$ cat src/rtl/fetch_pkg.sv
// Shared types for the instruction fetch unit: FSM states, the halt encoding and the queue entry.
package fetch_pkg;

  typedef enum logic [1:0] {
    IDLE   = 2'd0,
    FETCH  = 2'd1,
    HALTED = 2'd2
  } fetch_state_t;

  // beq x0,x0,0 : a branch to itself, used by programs as "stop here"
  localparam logic [31:0] HALT_INSTR = 32'h0000_0063;

  typedef struct packed {
    logic [31:0] pc;
    logic [31:0] instr;
  } fetch_entry_t;

endpackage

$ cat src/rtl/fetch_queue.sv
// DEPTH-entry FIFO of {pc,instr} entries with synchronous flush; head is presented combinationally.
module fetch_queue
  import fetch_pkg::*;
#(
  parameter int DEPTH = 2
) (
  input  logic         clk,
  input  logic         rst_n,
  input  logic         push,
  input  logic         pop,
  input  logic         flush,
  input  fetch_entry_t wr_entry,
  output fetch_entry_t rd_entry,
  output logic         full,
  output logic         empty
);

  localparam int AW = (DEPTH > 1) ? $clog2(DEPTH) : 1;
  localparam int CW = AW + 1;

  fetch_entry_t        r_mem [DEPTH];
  logic [AW-1:0]       r_wr_ptr;
  logic [AW-1:0]       r_rd_ptr;
  logic [CW-1:0]       r_count;

  // Pointers and occupancy only; payload storage carries no reset.
  always_ff @(posedge clk or negedge rst_n) begin
    if (!rst_n) begin
      r_wr_ptr <= '0;
      r_rd_ptr <= '0;
      r_count  <= '0;
    end else if (flush) begin
      r_wr_ptr <= '0;
      r_rd_ptr <= '0;
      r_count  <= '0;
    end else begin
      if (push) r_wr_ptr <= r_wr_ptr + 1'b1;
      if (pop)  r_rd_ptr <= r_rd_ptr + 1'b1;
      case ({push, pop})
        2'b10:   r_count <= r_count + 1'b1;
        2'b01:   r_count <= r_count - 1'b1;
        default: r_count <= r_count;
      endcase
    end
  end

  // When full, a simultaneous push overwrites the slot being popped this same edge.
  always_ff @(posedge clk) begin
    if (push && !flush) r_mem[r_wr_ptr] <= wr_entry;
  end

  assign full     = (r_count == CW'(DEPTH));
  assign empty    = (r_count == '0);
  assign rd_entry = empty ? '0 : r_mem[r_rd_ptr];

endmodule

$ cat src/rtl/instruction_fetch_unit.sv
// PC register, fetch FSM and next-PC mux feeding a small fetch queue towards decode.
// Optional build macro FETCH_MISALIGN_CHECK_EN adds misalign_err and traps misaligned redirects.
module instruction_fetch_unit
  import fetch_pkg::*;
#(
  parameter logic [31:0] RESET_PC   = 32'h0000_0000,
  parameter int          DEPTH      = 2,
  parameter logic [31:0] HALT_INSTR = fetch_pkg::HALT_INSTR
) (
  input  logic        clk,
  input  logic        reset_n,
  output logic [31:0] imem_addr,
  input  logic [31:0] imem_data,
  input  logic        redirect_valid,
  input  logic [31:0] redirect_target,
  output logic        id_valid,
  input  logic        id_ready,
  output logic [31:0] id_pc,
  output logic [31:0] id_instr,
`ifdef FETCH_MISALIGN_CHECK_EN
  output logic        misalign_err,
`endif
  output logic        halted
);

  fetch_state_t r_state, w_state_nxt;
  logic [31:0]  r_pc, w_pc_nxt;
  logic         w_redir, w_redir_ok;
  logic         w_push, w_pop, w_flush;
  logic         w_full, w_empty;
  fetch_entry_t w_wr_entry, w_rd_entry;

`ifdef FETCH_MISALIGN_CHECK_EN
  logic r_misalign;
  logic w_misalign;

  // Once trapped, redirects are ignored until reset so the faulting state is preserved.
  assign w_redir    = redirect_valid && !r_misalign;
  assign w_misalign = w_redir && (redirect_target[1:0] != 2'b00);
  assign w_redir_ok = w_redir && !w_misalign;

  always_ff @(posedge clk or negedge reset_n) begin
    if (!reset_n)        r_misalign <= 1'b0;
    else if (w_misalign) r_misalign <= 1'b1;
  end

  assign misalign_err = r_misalign;
`else
  assign w_redir    = redirect_valid;
  assign w_redir_ok = redirect_valid;
`endif

  assign w_flush = w_redir;
  assign w_pop   = !w_empty && id_ready && !w_flush;
  assign w_push  = (r_state == FETCH) && !redirect_valid &&
                   (!w_full || (!w_empty && id_ready));

  assign w_wr_entry = '{pc: r_pc, instr: imem_data};

  always_comb begin
    w_state_nxt = r_state;
    w_pc_nxt    = r_pc;
    case (r_state)
      IDLE:  w_state_nxt = FETCH;
      FETCH: begin
        if (w_push) begin
          if (imem_data == HALT_INSTR) w_state_nxt = HALTED;
          else                         w_pc_nxt    = r_pc + 32'd4;
        end
      end
      HALTED:  w_state_nxt = HALTED;
      default: w_state_nxt = IDLE;
    endcase
    if (w_redir_ok) begin
      w_state_nxt = FETCH;
      w_pc_nxt    = {redirect_target[31:2], 2'b00};
    end
`ifdef FETCH_MISALIGN_CHECK_EN
    if (w_misalign) w_state_nxt = HALTED;
`endif
  end

  always_ff @(posedge clk or negedge reset_n) begin
    if (!reset_n) begin
      r_state <= IDLE;
      r_pc    <= RESET_PC;
    end else begin
      r_state <= w_state_nxt;
      r_pc    <= w_pc_nxt;
    end
  end

  fetch_queue #(
    .DEPTH (DEPTH)
  ) u_queue (
    .clk      (clk),
    .rst_n    (reset_n),
    .push     (w_push),
    .pop      (w_pop),
    .flush    (w_flush),
    .wr_entry (w_wr_entry),
    .rd_entry (w_rd_entry),
    .full     (w_full),
    .empty    (w_empty)
  );

  assign imem_addr = r_pc;
  assign id_valid  = !w_empty;
  assign id_pc     = w_rd_entry.pc;
  assign id_instr  = w_rd_entry.instr;
  assign halted    = (r_state == HALTED);

endmodule

$ cat config.mk
export PLATFORM = sky130hd
export DESIGN_NAME = instruction_fetch_unit
export DESIGN_NICKNAME = d
export VERILOG_FILES = /design/src/rtl/fetch_pkg.sv /design/src/rtl/fetch_queue.sv /design/src/rtl/instruction_fetch_unit.sv
export SDC_FILE = /design/constraint.sdc
export NUM_CORES = 1
export LEC_CHECK = 0
export BUFFER_PORTS_ARGS = -buffer_cell sky130_fd_sc_hd__buf_2
export CORE_MARGIN = 4
export CORE_UTILIZATION = 50
export CTS_CLUSTER_SIZE = 14
export DETAILED_ROUTE_END_ITERATION = 8
export PLACE_DENSITY = 0.86
export SYNTH_ARGS = -nofsm -noshare
export SYNTH_HDL_FRONTEND = slang
export SYNTH_SLANG_ARGS = --single-unit
$ cat constraint.sdc
create_clock -name clk -period 9.3 [get_ports clk]
set_clock_uncertainty 0.1 [all_clocks]
set_input_delay 0 -clock clk [delete_from_list [all_inputs] [get_ports clk]]
set_output_delay 0 -clock clk [all_outputs]
set_load 0.03 [all_outputs]
# Word level (Yosys, flattened, before mapping)
# Memories as Yosys holds them, arrays and structs flattened.
# Index checks and enable logic that the tools add are counted.
# word_totals
elab_cells	54
ram_bits	128
ff_bits	38
output_inout_bits	98
memories	1
# mem_list
memory	depth	word_bits	rd	rd_clocked_by_memory_dff	wr	line	rtl
u_queue.r_mem	2	64	1	0	1	fetch_queue.sv:21	fetch_entry_t r_mem [DEPTH];
# op_classes
n_eq_ne	9
reduce_logical	17
mux	17
n_addsub	5
# op_table
cell	count
32-bit two-way mux	4
64-bit two-way mux	1
32-bit by 3-bit adder with 32-bit output (second input constant)	1
32-bit by 7-bit equality test with 1-bit output (second input constant)	1
2-bit two-way mux	4
2-bit equality test (second input constant)	3
1-bit two-way mux	6
3-bit by 2-bit inequality test with 1-bit output (second input constant)	2
2-bit one-hot mux with 3 select lines	1
2-bit nonzero test	3
1-bit logical AND	5
2-bit by 1-bit equality test with 1-bit output (second input constant)	2
2-bit logical NOT	2
2-bit one-hot mux with 2 select lines	1
1-bit logical NOT	3
3-bit AND reduction	1
3-bit nonzero test	1
1-bit adder (second input constant)	2
2-bit by 1-bit adder with 2-bit output (second input constant)	1
2-bit inequality test (second input constant)	1
2-bit AND reduction	1
2-bit by 1-bit subtractor with 2-bit output (second input constant)	1
1-bit logical OR	1

# Depth between registers and ports, before layout
# logic_depth
ltp_word	8
ltp_mapped	9
ltp_nobuf	6

# By module
# A second synthesis with hierarchy kept.
# unflattened
hier_cells	526
hier_area_um2	7136.8
# by_module_without_submodules
mod	area_per_inst_um2	instances	seq_area_each_um2	cells_each
fetch_queue	5094.9	1	3943.8	290
instruction_fetch_unit	2042.0	1	800.8	236

# Least setup slack after synthesis
# Ideal clock, no wire load.
# synth_timing
kind	reg2reg
from	register r_state[1]
to	memory u_queue.r_mem[0][0] (netlist name) (enable)
stages_incl_launch_ff	7
path_slack_ns	3.240
path_buffers	2
t_required_ns	8.641
t_arrival_ns	5.401
setup_time_ns	0.559
path_cell_list	dfrtp_1 -> inv_1 -> ha_1 -> clkbuf_1 -> nand2_1 -> buf_2 -> nor3_1
# synth_between
elab_chain_len	6
# synth_rtl
item	line	rtl
from (decl)	instruction_fetch_unit.sv:26	fetch_state_t r_state, w_state_nxt;
from (signal assigned)	instruction_fetch_unit.sv:88	r_state <= w_state_nxt;
2-bit by 1-bit equality test with 1-bit output	instruction_fetch_unit.sv:55	assign w_push = (r_state == FETCH) && !redirect_valid &&
1-bit logical AND (2 in series)	instruction_fetch_unit.sv:55	
1-bit logical AND	fetch_queue.sv:49	if (push && !flush) r_mem[r_wr_ptr] <= wr_entry;
1-bit two-way mux	fetch_queue.sv:49	
1-bit two-way mux (implied by the code)	fetch_queue.sv:49	
to (decl)	fetch_queue.sv:21	
# No other way between the ends.

# Worst setup path after layout
# layout_timing
from	register r_state[1]
to	register r_pc[14], in the netlist imem_addr[14]
# layout_between
elab_chain_len	5
# layout_rtl
item	line	rtl
2-bit by 1-bit equality test with 1-bit output *	instruction_fetch_unit.sv:55, instruction_fetch_unit.sv:63	
1-bit logical AND (2 in series)	instruction_fetch_unit.sv:55	
2-bit nonzero test (no line)	-	
3-bit AND reduction (no line) *	-	
to (signal assigned)	instruction_fetch_unit.sv:89	r_pc <= w_pc_nxt;
to (decl)	instruction_fetch_unit.sv:27	logic [31:0] r_pc, w_pc_nxt;
# Mark *: on every way between the ends. The rest lies on a longest branch, timed or not.
# A chain may end at the register's enable or synchronous reset.

==> flow_summary.json <==
{
  "crit_slowest_cell": "or4_1",
  "cp-end-kind": "flop",
  "synthArstFlopShare_pct": 22.50,
  "routed_wirelength_um": 17760,
  "crit_fanout": 18,
  "ir_drop_uv": 157.7,
  "h-tree-depth": 4,
  "cts_tree": "built",
  "seq_area_frac_synth_pct": 65.08,
  "grt_pass1_wl_um": 28260,
  "startpoint": "r_state[1]$_DFFE_PN0P_",
  "finalNetCount": 838,
  "placementRows": 43,
  "dr.first_iter.drc_count": 470,
  "clkTransAtPathRegs_ps": 60,
  "via_count": 5405,
  "grt_antenna_before_repair": 1,
  "cts_resized": 0,
  "status": "finished clean",
  "critPathRequiredTime_ps": 9530,
  "ff2ff_setup_slack_ps": 6330,
  "grt_max_degree": 64,
  "path_class": "flop to flop",
  "hold_buffers": 68,
  "fmax_mhz": 336.5,
  "netlist_instances": 548,
  "die_w_um": 127.2,
  "cts_buffers": 17,
  "path_buf_inv": 1,
  "coreArea_um2": 13880,
  "p_int_uw": 1664,
  "maxCapViolCount": 0,
  "rsz0062_at_grt": "no",
  "viasPerCell": 5.624,
  "cpPeakStageDelay_ps": 710,
  "pwr-share-seq_pct": 39.8,
  "globalplace.congestion": 0.8082,
  "cts_sinks": 160,
  "cts_setup_buffers": 0,
  "power_frac_comb_pct": 33.0,
  "synth_enable_flop_cells": 124,
  "cts_root_buffer": "clkbuf_16",
  "synth_flop_cell": "edfxtp_1",
  "hold_viol_final": 0,
  "gr-total-overflow": 0,
  "drc": 0,
  "area_delta_synth_final_pct": 30.76,
  "dp_hpwl_um": 11510,
  "crit_family": "simple AND/OR/NAND/NOR gates",
  "reg2reg_from": "r_state[1]$_DFFE_PN0P_",
  "yosys_register_bits": 160,
  "post_drt_wl_per_cell_um": 18.48,
  "setup_viol": 0,
  "swShare_pct": 37.34,
  "p_per_area_nw_per_um2": 285.9,
  "syn_area_um2": 7106,
  "clockPowerShare_pct": 27.2,
  "leakagePower_uw": 0.003560,
  "holdWs_ps": 128.9,
  "reg2reg_depth": 6,
  "min_path_type": "primary input to async pin",
  "drive_gt1_share_pct": 25.93,
  "slew_viol_final": 0,
  "clock_path_buffers": 2,
  "die_y_um": 127.2,
  "initial_utilization_pct": 51.19,
  "nFillCells": 1015,
  "crit_path_start_kind": "flop",
  "clock_latency_ps": 410,
  "ant_nets": 0,
  "track_usage_pct": 22.25,
  "port-buffer-count": 159,
  "ys_warn_count": 0,
  "fin_crit_sh_pct": 31.95,
  "worstMarginPinSlew_ps": 1126,
  "dieArea_um2": 16180,
  "syn_avg_cell_area_um2": 12.97,
  "yosysUniqueCellTypes": 49,
  "path_cells": "inv_1 -> ha_1 -> and2_1 -> nand4_1 -> or4_1 -> a31oi_1",
  "final_cell_mix": "buf_2 (159), edfxtp_1 (124), nor2_1 (100), dlygate4sd3_1 (68), mux2i_1 (64)",
  "dr.pass1.iters": 5,
  "layout_commonest_cell": "buf_2",
  "slew_headroom_pct": 24.92,
  "ioPinCount": 166,
  "r2r-end": "imem_addr[14]$_DFFE_PN0P_",
  "p_sw_uw": 991.7,
  "min_period_ps": 2972,
  "grt_pass1_vias": 5616,
  "worstPathArrival_ps": 3200,
  "fin_tns_setup_ps": 0
}
layer usage:
metal	GRT usage, %	up-vias	part of all wire [%]
li1	-	2527	-
met1	27.31	2606	40
met2	37.95	236	50
met3	5.017	36	7.3
met4	9.590	0	3.1
met5	0	-	0
cells in the mapped netlist (13+ instances only):
| library cell | instances | area share (%) |
|---|---|---|
| nor2_1 | 101 | 5.3 |
| nand2_1 | 20 | 1.1 |
| a31oi_1 | 23 | 2.0 |
| o31ai_1 | 18 | 1.9 |
| or4_1 | 24 | 2.5 |
| nand4_1 | 13 | 1.1 |
| dfrtp_1 | 36 | 13 |
| nand3_1 | 14 | 0.99 |
| clkbuf_1 | 17 | 0.90 |
| mux2i_1 | 64 | 9.0 |
| edfxtp_1 | 124 | 52 |
metrics by stage:
stage / util (%) / instance area, um2 / total power [uW] / setup slack (ps) / instances
2_1_floorplan: - / 7117 / 1663 / 3240 / 551
3_3_place_gp: 57.54 / 7986 / 1898 / 6429 / 859
3_5_place_dp: 57.54 / 7986 / 1928 / 6339 / 859
4_1_cts: 66.90 / 9286 / 2670 / 6330 / 959
5_1_grt: 66.92 / 9289 / 2785 / 6156 / 960
6_report: 66.94 / 9291 / 2656 / 6328 / 961
power by group through the flow:
stage / clock, uW / combinational [uW] / sequential, uW
2_1_floorplan: 0 / 619 / 1040
3_3_place_gp: 0 / 842 / 1060
3_5_place_dp: 0 / 858 / 1070
4_1_cts: 732 / 883 / 1060
5_1_grt: 767 / 945 / 1070
6_report: 722 / 878 / 1060
layout make-up:
cell class                 instances  area, um2  area share [%]
sequential                       160       4628           49.81
antenna                            2      5.005         0.05386
clock buffer                      20      436.7           4.700
multi-input combinational        348       2273           24.47
clock inverter                    12      182.7           1.966
inverter                           7      26.28          0.2828
tap                              180      225.2           2.424
timing repair buffer             232       1514           16.29
logic make-up after synthesis:
family                   Yosys count  share of synthesized area, %
AO/OA/AOI/OAI                     63                         6.216
XOR/XNOR                           2                        0.2466
adder cells (fa/ha/maj)            4                        0.7044
buffers and inverters             43                         3.275
flip-flops                       160                         65.08
multiplexers                      64                         9.016
other                              1                       0.05278
AND/OR/NAND/NOR                  211                         15.41
how the worst max path moves through the flow:
stage,endpoint,slack (ps),cells past startpoint
floorplan,u_queue.r_mem[0][0]$_DFFE_PP_,3240,6
global placement,u_queue.r_mem[1][59]$_DFFE_PP_,6430,5
detailed placement,u_queue.r_mem[1][10]$_DFFE_PP_,6340,5
CTS,u_queue.r_mem[1][40]$_DFFE_PP_,6330,5
global route,imem_addr[14]$_DFFE_PN0P_,6160,6
finish,imem_addr[14]$_DFFE_PN0P_,6330,6
registers in the layout, summed over array words and instances, names as in the netlist:
register	count
u_queue.r_count	2
imem_addr	30
u_queue.r_wr_ptr	1
r_state	2
u_queue.r_rd_ptr	1
u_queue.r_mem	124
worst register-to-register path, stage by stage (launching register included):
cell	delay, ps
dfrtp_1	410
inv_1	90
ha_1	320
and2_1	390
nand4_1	660
or4_1	720
a31oi_1	200
(Power assumes the default switching activity.)
